--- src/rtl/prio_arb_seg_pkg.sv ---
// Shared constants for the priority arbiter with 7-segment readout:
// arbitration mode encodings and active-low segment glyphs (bit 7 = DP).
package prio_arb_seg_pkg;

    typedef enum logic {
        MODE_FIXED = 1'b0,
        MODE_RR    = 1'b1
    } mode_e;

    // All segments and the decimal point off.
    localparam logic [7:0] SEG_BLANK = 8'hFF;

    // Active-low glyphs, bit order {dp,g,f,e,d,c,b,a}; index 15 first so
    // that SEG_HEX[n] yields the glyph for hex digit n.
    localparam logic [15:0][7:0] SEG_HEX = {
        8'h8E,  // F
        8'h86,  // E
        8'hA1,  // d
        8'hC6,  // C
        8'h83,  // b
        8'h88,  // A
        8'h90,  // 9
        8'h80,  // 8
        8'hF8,  // 7
        8'h82,  // 6
        8'h92,  // 5
        8'h99,  // 4
        8'hB0,  // 3
        8'hA4,  // 2
        8'hF9,  // 1
        8'hC0   // 0
    };

endpackage

--- src/rtl/prio_arb_seg_hex7seg.sv ---
// Hex nibble to active-low 7-segment decoder with a blanking input.
module hex7seg
    import prio_arb_seg_pkg::*;
(
    input  logic [3:0] nib,
    input  logic       blank,
    output logic [7:0] seg
);

    // Pick the glyph for the nibble, or all-off when blanked.
    always_comb begin
        // NOTE: assigning a default first on every path keeps this purely combinational (no latch).
        seg = SEG_BLANK;
        if (!blank) begin
            seg = SEG_HEX[nib];
        end
    end

endmodule

--- src/rtl/prio_arb_seg.sv ---
// Priority arbiter with fixed (MSB-first) and downward round-robin modes,
// a valid/ready output register, a change pulse and two hex digit displays.
module prio_arb_seg
    import prio_arb_seg_pkg::*;
#(
    parameter int N = 8,
    parameter int W = $clog2(N)
) (
    input  logic         clk,
    input  logic         rst,
    input  logic [N-1:0] req,
    input  logic         en,
    input  logic         mode,
    output logic         out_valid,
    input  logic         out_ready,
    output logic [W-1:0] idx,
    output logic         chg,
    output logic [7:0]   seg0,
    output logic [7:0]   seg1
);

    localparam logic [W-1:0] PTR_MAX = W'(N - 1);

    logic         out_valid_q, out_valid_d;
    logic [W-1:0] idx_q, idx_d;
    logic         chg_q, chg_d;
    logic [W-1:0] ptr_q, ptr_d;

    logic         accept;
    logic         load;
    logic [W-1:0] ptr_eff;
    logic [W-1:0] fix_idx;
    logic [W-1:0] rr_idx;
    logic         rr_found;
    logic [W-1:0] cand_idx;
    logic [7:0]   idx_ext;

    assign accept = out_valid_q && out_ready;
    assign load   = !out_valid_q || out_ready;

    // Search start for round-robin: a grant being accepted this edge moves the
    // pointer just below it, and the new candidate must already see that move
    // so consecutive accepted grants step down instead of repeating.
    always_comb begin
        ptr_eff = ptr_q;
        if ((mode == MODE_RR) && accept) begin
            ptr_eff = (idx_q == '0) ? PTR_MAX : idx_q - W'(1);
        end
    end

    // Fixed priority: the last set bit seen in an ascending scan is the highest.
    always_comb begin
        fix_idx = '0;
        for (int i = 0; i < N; i++) begin
            if (req[i]) begin
                fix_idx = W'(i);
            end
        end
    end

    // Round-robin: first set bit going down from ptr_eff, wrapping N-1 after 0.
    always_comb begin : rr_search
        int pos;
        rr_found = 1'b0;
        rr_idx   = '0;
        for (int k = 0; k < N; k++) begin
            pos = int'(ptr_eff) - k;
            if (pos < 0) begin
                pos = pos + N;
            end
            if (!rr_found && req[pos[W-1:0]]) begin
                rr_found = 1'b1;
                rr_idx   = pos[W-1:0];
            end
        end
    end

    assign cand_idx = (mode == MODE_RR) ? rr_idx : fix_idx;

    // Next grant, change pulse and pointer; the grant only moves on a load.
    always_comb begin
        out_valid_d = out_valid_q;
        idx_d       = idx_q;
        if (load) begin
            if (en && (|req)) begin
                out_valid_d = 1'b1;
                idx_d       = cand_idx;
            end else begin
                out_valid_d = 1'b0;
                idx_d       = '0;
            end
        end
        chg_d = load && ((out_valid_d != out_valid_q) || (idx_d != idx_q));
        ptr_d = (mode == MODE_FIXED) ? PTR_MAX : ptr_eff;
    end

    // State registers; reset clears the grant and parks the pointer at the top.
    always_ff @(posedge clk or negedge rst) begin
        // NOTE: non-blocking assignments here so every flop samples pre-edge values.
        if (!rst) begin
            out_valid_q <= 1'b0;
            idx_q       <= '0;
            chg_q       <= 1'b0;
            ptr_q       <= PTR_MAX;
        end else begin
            out_valid_q <= out_valid_d;
            idx_q       <= idx_d;
            chg_q       <= chg_d;
            ptr_q       <= ptr_d;
        end
    end

    assign out_valid = out_valid_q;
    assign idx       = idx_q;
    assign chg       = chg_q;

    // Zero-extend the index to two nibbles so unused upper bits display as 0.
    always_comb begin
        idx_ext = 8'(idx_q);
    end

    hex7seg u_hex_lo (
        .nib   (idx_ext[3:0]),
        .blank (!out_valid_q),
        .seg   (seg0)
    );

    hex7seg u_hex_hi (
        .nib   (idx_ext[7:4]),
        .blank (!out_valid_q || (W <= 4)),
        .seg   (seg1)
    );

endmodule

--- config.mk ---
export PLATFORM = sky130hd
export DESIGN_NAME = prio_arb_seg
export DESIGN_NICKNAME = d
export VERILOG_FILES = /design/src/rtl/prio_arb_seg_pkg.sv /design/src/rtl/prio_arb_seg_hex7seg.sv /design/src/rtl/prio_arb_seg.sv
export SDC_FILE = /design/constraint.sdc
export NUM_CORES = 1
export LEC_CHECK = 0
export CORE_ASPECT_RATIO = 0.75
export CORE_UTILIZATION = 50
export CTS_CLUSTER_SIZE = 40
export DETAILED_ROUTE_END_ITERATION = 7
export PLACE_DENSITY = 0.78
export SLEW_MARGIN = 20
export SYNTH_ARGS = -nofsm -noshare
export SYNTH_HDL_FRONTEND = slang
export SYNTH_SLANG_ARGS = --single-unit
--- constraint.sdc ---
create_clock -name clk -period 5.98 [get_ports clk]
set_clock_uncertainty 0.2 [all_clocks]
set_input_delay 0.897 -clock clk [delete_from_list [all_inputs] [get_ports clk]]
set_output_delay 0.897 -clock clk [all_outputs]
set_load 0.01 [all_outputs]
# --- Word-level counts from Yosys, hierarchy flattened ---
# Memory sizes are Yosys's and may differ from the RTL's.
# Index checks and enable logic that the tools add are counted.
totals:
  register_bits: 8
  rom_bits: 64
  inputBits: 13
  output_inout_bits: 21
  elab_cells: 119
  n_memories: 1
memory_table:
  columns: ["memory", "depth", "word_bits", "rd", "rd_ports_with_merged_regs", "write_ports", "line_no", "rtl"]
  rows:
  - ["(name not given)", 8, 8, 1, 0, 0, "prio_arb_seg_hex7seg.sv:15", "seg = SEG_HEX[nib];"]
op_classes:
  add_sub_neg: 16
  n_lt_le_gt_ge: 17
  n_eq_ne: 2
  mux: 56
  reduce_logical: 23
ops:
  columns: ["op", "n"]
  rows:
  - ["3-bit two-way mux", 26]
  - ["3-bit by 4-bit < comparator with 1-bit output, second input constant", 8]
  - ["4-bit by 1-bit < comparator with 1-bit output, second input constant", 7]
  - ["3-bit by 1-bit adder with 3-bit output, second input constant", 8]
  - ["1-bit binary-select mux with 3-bit select", 8]
  - ["1-bit two-way mux", 18]
  - ["8-bit two-way mux", 2]
  - ["3-bit by 3-bit subtractor with 4-bit output, second input constant", 4]
  - ["1-bit logical AND", 11]
  - ["1-bit logical NOT", 8]
  - ["8-bit OR reduction", 1]
  - ["3-bit by 2-bit subtractor with 4-bit output, second input constant", 2]
  - ["3-bit by 5-bit < comparator with 1-bit output, second input constant", 1]
  - ["2-bit two-way mux", 2]
  - ["3-bit by 1-bit subtractor with 4-bit output, second input constant", 1]
  - ["3-bit logical NOT", 1]
  - ["3-bit by 1-bit < comparator with 1-bit output, second input constant", 1]
  - ["3-bit != test", 1]
  - ["3-bit by 1-bit subtractor with 3-bit output, second input constant", 1]
  - ["1-bit logical OR", 2]
  - ["1-bit != test", 1]

# --- Logic depth before layout (Yosys ltp) ---
logic_depth:
  depth_word: 35
  depth_mapped: 18
  depth_no_buf: 17

# --- Modules after synthesis ---
# Synthesis repeated with hierarchy kept, for this count alone.
hier_totals:
  cells_unflattened: 291
  area_unflattened_um2: 2279.7
by_module_without_submodules:
  columns: ["module", "n_inst", "cells_per_inst", "area_each_um2", "seq_area_each_um2"]
  rows:
  - ["prio_arb_seg", 1, 217, 1666.6, 203.9]
  - ["hex7seg", 2, 37, 306.5, 0.0]

# --- Worst setup path after synthesis ---
# No wires, ideal clock.
synth_timing:
  path_kind: "flip-flop to flip-flop"
  start: "reg idx_q[0], in the netlist idx[0]"
  end: "reg chg_q, in the netlist chg"
  setup_ns: 0.134
  arrival_time_ns: 3.915
  required_ns: 5.646
  path_slack_ns: 1.731
  stages_incl_launch_ff: 18
  path_buffers: 1
  synth_period_minus_slack_ns: 4.249
  cell_sequence: "dfrtp_1 -> clkbuf_2 -> inv_2 -> ha_1 -> nor2b_1 -> o31ai_4 -> inv_4 -> ha_1 -> or4_4 -> and3_4 -> or3_1 -> o311a_2 -> o2111a_2 -> nand4_2 -> nand2_1 -> and3_1 -> nor4_2 -> nand4b_1"
synth_via:
  elab_chain_cells: 35
  word_cells_on_any_way: 86
  cone_classes: "add/sub: 16; order compare: 8; eq/ne: 1; mux: 44; reduce/logical: 17"
synth_lines:
  columns: ["item", "line_no", "rtl"]
  rows:
  - ["start: declaration", "prio_arb_seg.sv:25", "logic [W-1:0] idx_q, idx_d;"]
  - ["start signal: assignment", "prio_arb_seg.sv:107", "idx_q <= idx_d;"]
  - ["branches (longest 32 deep; another with 3-bit by 1-bit subtractor with 4-bit output)", null, null]
  - ["3-bit != test *", "prio_arb_seg.sv:93", "chg_d = load && ((out_valid_d != out_valid_q) || (idx_d != idx_q));"]
  - ["1-bit logical OR *", "prio_arb_seg.sv:93", null]
  - ["1-bit logical AND *", "prio_arb_seg.sv:93", null]
  - ["net chg_d", "prio_arb_seg.sv:26", "logic chg_q, chg_d;"]
  - ["end signal: assignment", "prio_arb_seg.sv:108", "chg_q <= chg_d;"]
  - ["end: declaration", "prio_arb_seg.sv:26", null]
# Mark *: on every way through the listed nets, which the timed path passes. The select of a mux whose other input is x is not followed.

# --- Final worst setup path ---
layout_timing:
  start: "in out_ready"
  end: "reg chg_q, in the netlist chg"
layout_via:
  elab_chain_cells: 35
  word_cells_on_any_way: 88
  cone_classes: "add/sub: 15; order compare: 8; eq/ne: 2; mux: 44; reduce/logical: 19"
layout_lines:
  columns: ["item", "line_no", "rtl"]
  rows:
  - ["start: declaration", "prio_arb_seg.sv:15", "input logic out_ready,"]
  - ["branches (longest 34 deep; another with 3-bit by 1-bit subtractor with 4-bit output)", null, null]
  - ["1-bit logical AND *", "prio_arb_seg.sv:93", null]
  - ["net chg_d", "prio_arb_seg.sv:26", null]
# Marks and branches as above.

==> results.md <==
- GRT Util Overall: 28.3%
- Area Growth Syn to Fin: 15.2%
- Fin. max-slew vios: 0
- Post-synthesis cell type count: 71
- Setup CP Type: in2reg
- Cts hold-fix bufs: 0
- Power Dens Cells: 217 nW/um2
- CP Cell Sequence: clkdlybuf4s50_1, nand3_2, o31ai_4, inv_4, ha_1, or4_4, nand3_1, mux2i_1, o311a_2, o2111a_2, nand2_2, o21ai_1, o31ai_1, nor4_2, nand4b_1
- Worst-Skew Late Latency: 230 ps
- Number of nets in the layout: 260
- Synth Register Bits: 8
- VDD IR-drop max: between 0.15 and 0.2 mV
- Post-synthesis sequential area ratio: 12.0%
- Max FO, Critical Path: 11
- Run status: completed
- Clk root buf: clkbuf_8
- Delay of the slowest critical-path stage: 640 ps
- Tmin final: around 5100 ps
- CP startpoint kind: primary input
- CTS buffer count: 3
- IO Port Bufs: 24
- Final ANT Viol Nets: 0
- Row count: 17
- Clock sinks: 8
- Setup TNS: 0 ps
- Most frequent cells after synthesis: 25 x nand2_1, 12 x nor2_1, 11 x mux2i_1
- Largest cells by area after synthesis: dfrtp_1 7.3%, mux2i_1 6.5%, nand2_1 5.5%
- Horiz. Die Dim: 69.5 um
- Unrepaired setup endpoints after global routing: no
- Die Area: 3650 um2
- Largest net degree at the start of global routing: 22
- Worst Path Buf+Inv: 2
- Delay-heaviest family, CP: compound AO/OA/AOI/OAI gates
- Max Cap Violations: 0
- Critical Path RT: roughly 5900 ps
- Hold WC Path Type: reg2reg
- Max Clk Rate: approximately 200 MHz
- Yosys warnings: 0
- Layout cells sized above 1: between 10% and 20%
- Per-cell routed wire length: 17.7 um
- Via count: roughly 1800
- Top-Level Pins: 34
- DP HPWL: 3810 um
- Initial antenna violation count: 0
- Slowest cell on the critical path: clkdlybuf4s50_1
- Area share of the largest cell type after synthesis: ~7.3%
- Congestion Overflow GR: 0
- DRT Wirelength: 4900 um
- Number of synthesized flops with an enable pin: 0
- Post-CTS Setup Inserts: 0
- Filler Cell Count: between 200 and 300
- CTS-repair resized insts: 0
- Die Ht: between 50 and 60 um
- Synth Area per Inst: 7.79 um2
- Ys flop type: dfrtp_1
- RePlAce Congestion: 1.01
- CP Capture Type: register
- Most frequent cell after synthesis: nand2_1
- Final setup viols: 0
- Vias per cell: 6.64
- Clock transition at path regs: 40 ps
- Global-route wire length before repair: ~8000 um
- Initial core utilization: 55.3%
- Synthesized area: 1710 um2
- Actual slew at the worst max-slew pin: 641 ps
- Post-synth top area cell: dfrtp_1
- CTS tree: built
- CP arrival: 5040 ps
- P_leak: 0.788 nW
- Clk buf depth: 2
- H-tree depth: 1
- Vias in the first global route: between 1500 and 2000
- Drt pass-1 iters: 5
- Tcrit/Tclk final: 86.0%
- Post-layout power: between 0.0004 and 0.0005 W
- Synth Instances: around 220
- Final hold violation count: 0
- Async SR Flop Fraction: 100%
- Core area: 3080 um2
- Post-route DRC: 0
- Iteration-0 DRC count of the detailed router: 214
- Rel. slew slack: 57.2%
- Ant diodes: 0
==> where the power goes <==
part	internal, W	leakage, nW	switching [W]
Sequential	0.0000617	0.0900	0.0000167
Combinational	0.000125	0.675	0.000155
Clock	0.0000463	0.0228	0.0000228
==> path summary, 6_finish.rpt <==
check | start | end | slack [ps] | cells past startpoint
max in group asynchronous | rst | ptr_q[2] | 4510 | 1
setup / recovery | out_ready | chg | 840 | 15
hold reg to reg | idx[1] | idx[1] | 500 | 1
setup reg to reg | idx[0] | chg | 1250 | 16
hold / removal | idx[1] | idx[1] | 500 | 1
min in group asynchronous | rst | idx[2] | 750 | 1
==> final cells by class <==
| class | instances | area, um2 | share of cell area, % |
|---|---|---|---|
| well taps | 38 | 47.5 | 2.42 |
| inverters | 11 | 43.8 | 2.23 |
| repair buffers | 26 | 255 | 13.0 |
| multi-input cells | 190 | 1370 | 69.7 |
| clock buffers | 4 | 45.0 | 2.29 |
| flip-flops and latches | 8 | 204 | 10.4 |
==> per-stage QoR <==
stage / instance area (um2) / setup slack [ps] / hold slack (ps) / utilization, % / instances
after global placement: 1920 / 749 / 493 / 62.3 / 273
after detailed placement: 1920 / 635 / 469 / 62.3 / 273
after CTS: 1970 / 887 / 481 / 63.7 / 277
after floorplan: 1740 / 1730 / 401 / - / 227
after global routing: 1970 / 424 / 514 / 63.7 / 277
final: 1970 / 839 / 498 / 63.7 / 277
==> placed cells by master (no fill, tap or decap), types with 4 or more instances in the layout <==
master and count:
nand2_1 25, o21ai_0 8, nand4_1 4, nor2_1 12, clkdlybuf4s50_1 24, and3_1 4, a21oi_1 8, nand2b_1 5
ha_1 7, mux2i_1 11, conb_1 9, inv_1 9, nor3_1 8, nand3_1 8, dfrtp_1 5, o311ai_0 4
a31oi_1 7
==> logic make-up (layout without fill, tap and decap cells) <==
group	after synthesis	after routing	share of synthesized area, %
simple gates	94	94	30.1
compound gates	55	55	23.5
buf+inv	29	41	9.53
mux	22	22	17.0
flops	8	8	12.0
fa+ha+maj	7	7	5.13
xor+xnor	3	3	2.64
other cells	1	9	0.220
==> layer usage <==
layer  share of wire (%)  global-route usage [%]  up-vias
li1                    -                       -      844
met1                  49                    43.5      871
met2                  40                    40.9      113
met3                 9.8                    5.77       10
met4                 1.0                    3.40        0
met5                   0                       0        -
==> worst register-to-register path, delay by kind of cell (launching register included) <==
family | cells | cell delay [ps]
AND/OR/NAND/NOR | 6 | 1310
buffers and inverters | 2 | 330
flip-flops | 1 | 570
AO/OA/AOI/OAI | 5 | 1350
adder cells (fa/ha/maj) | 2 | 540
multiplexers | 1 | 290
==> registers in the layout, summed over array words and instances, names as in the netlist <==
register,cells
chg,1
idx,3
out_valid,1
ptr_q,3
No activity file was read; power rests on OpenSTA's default activity.
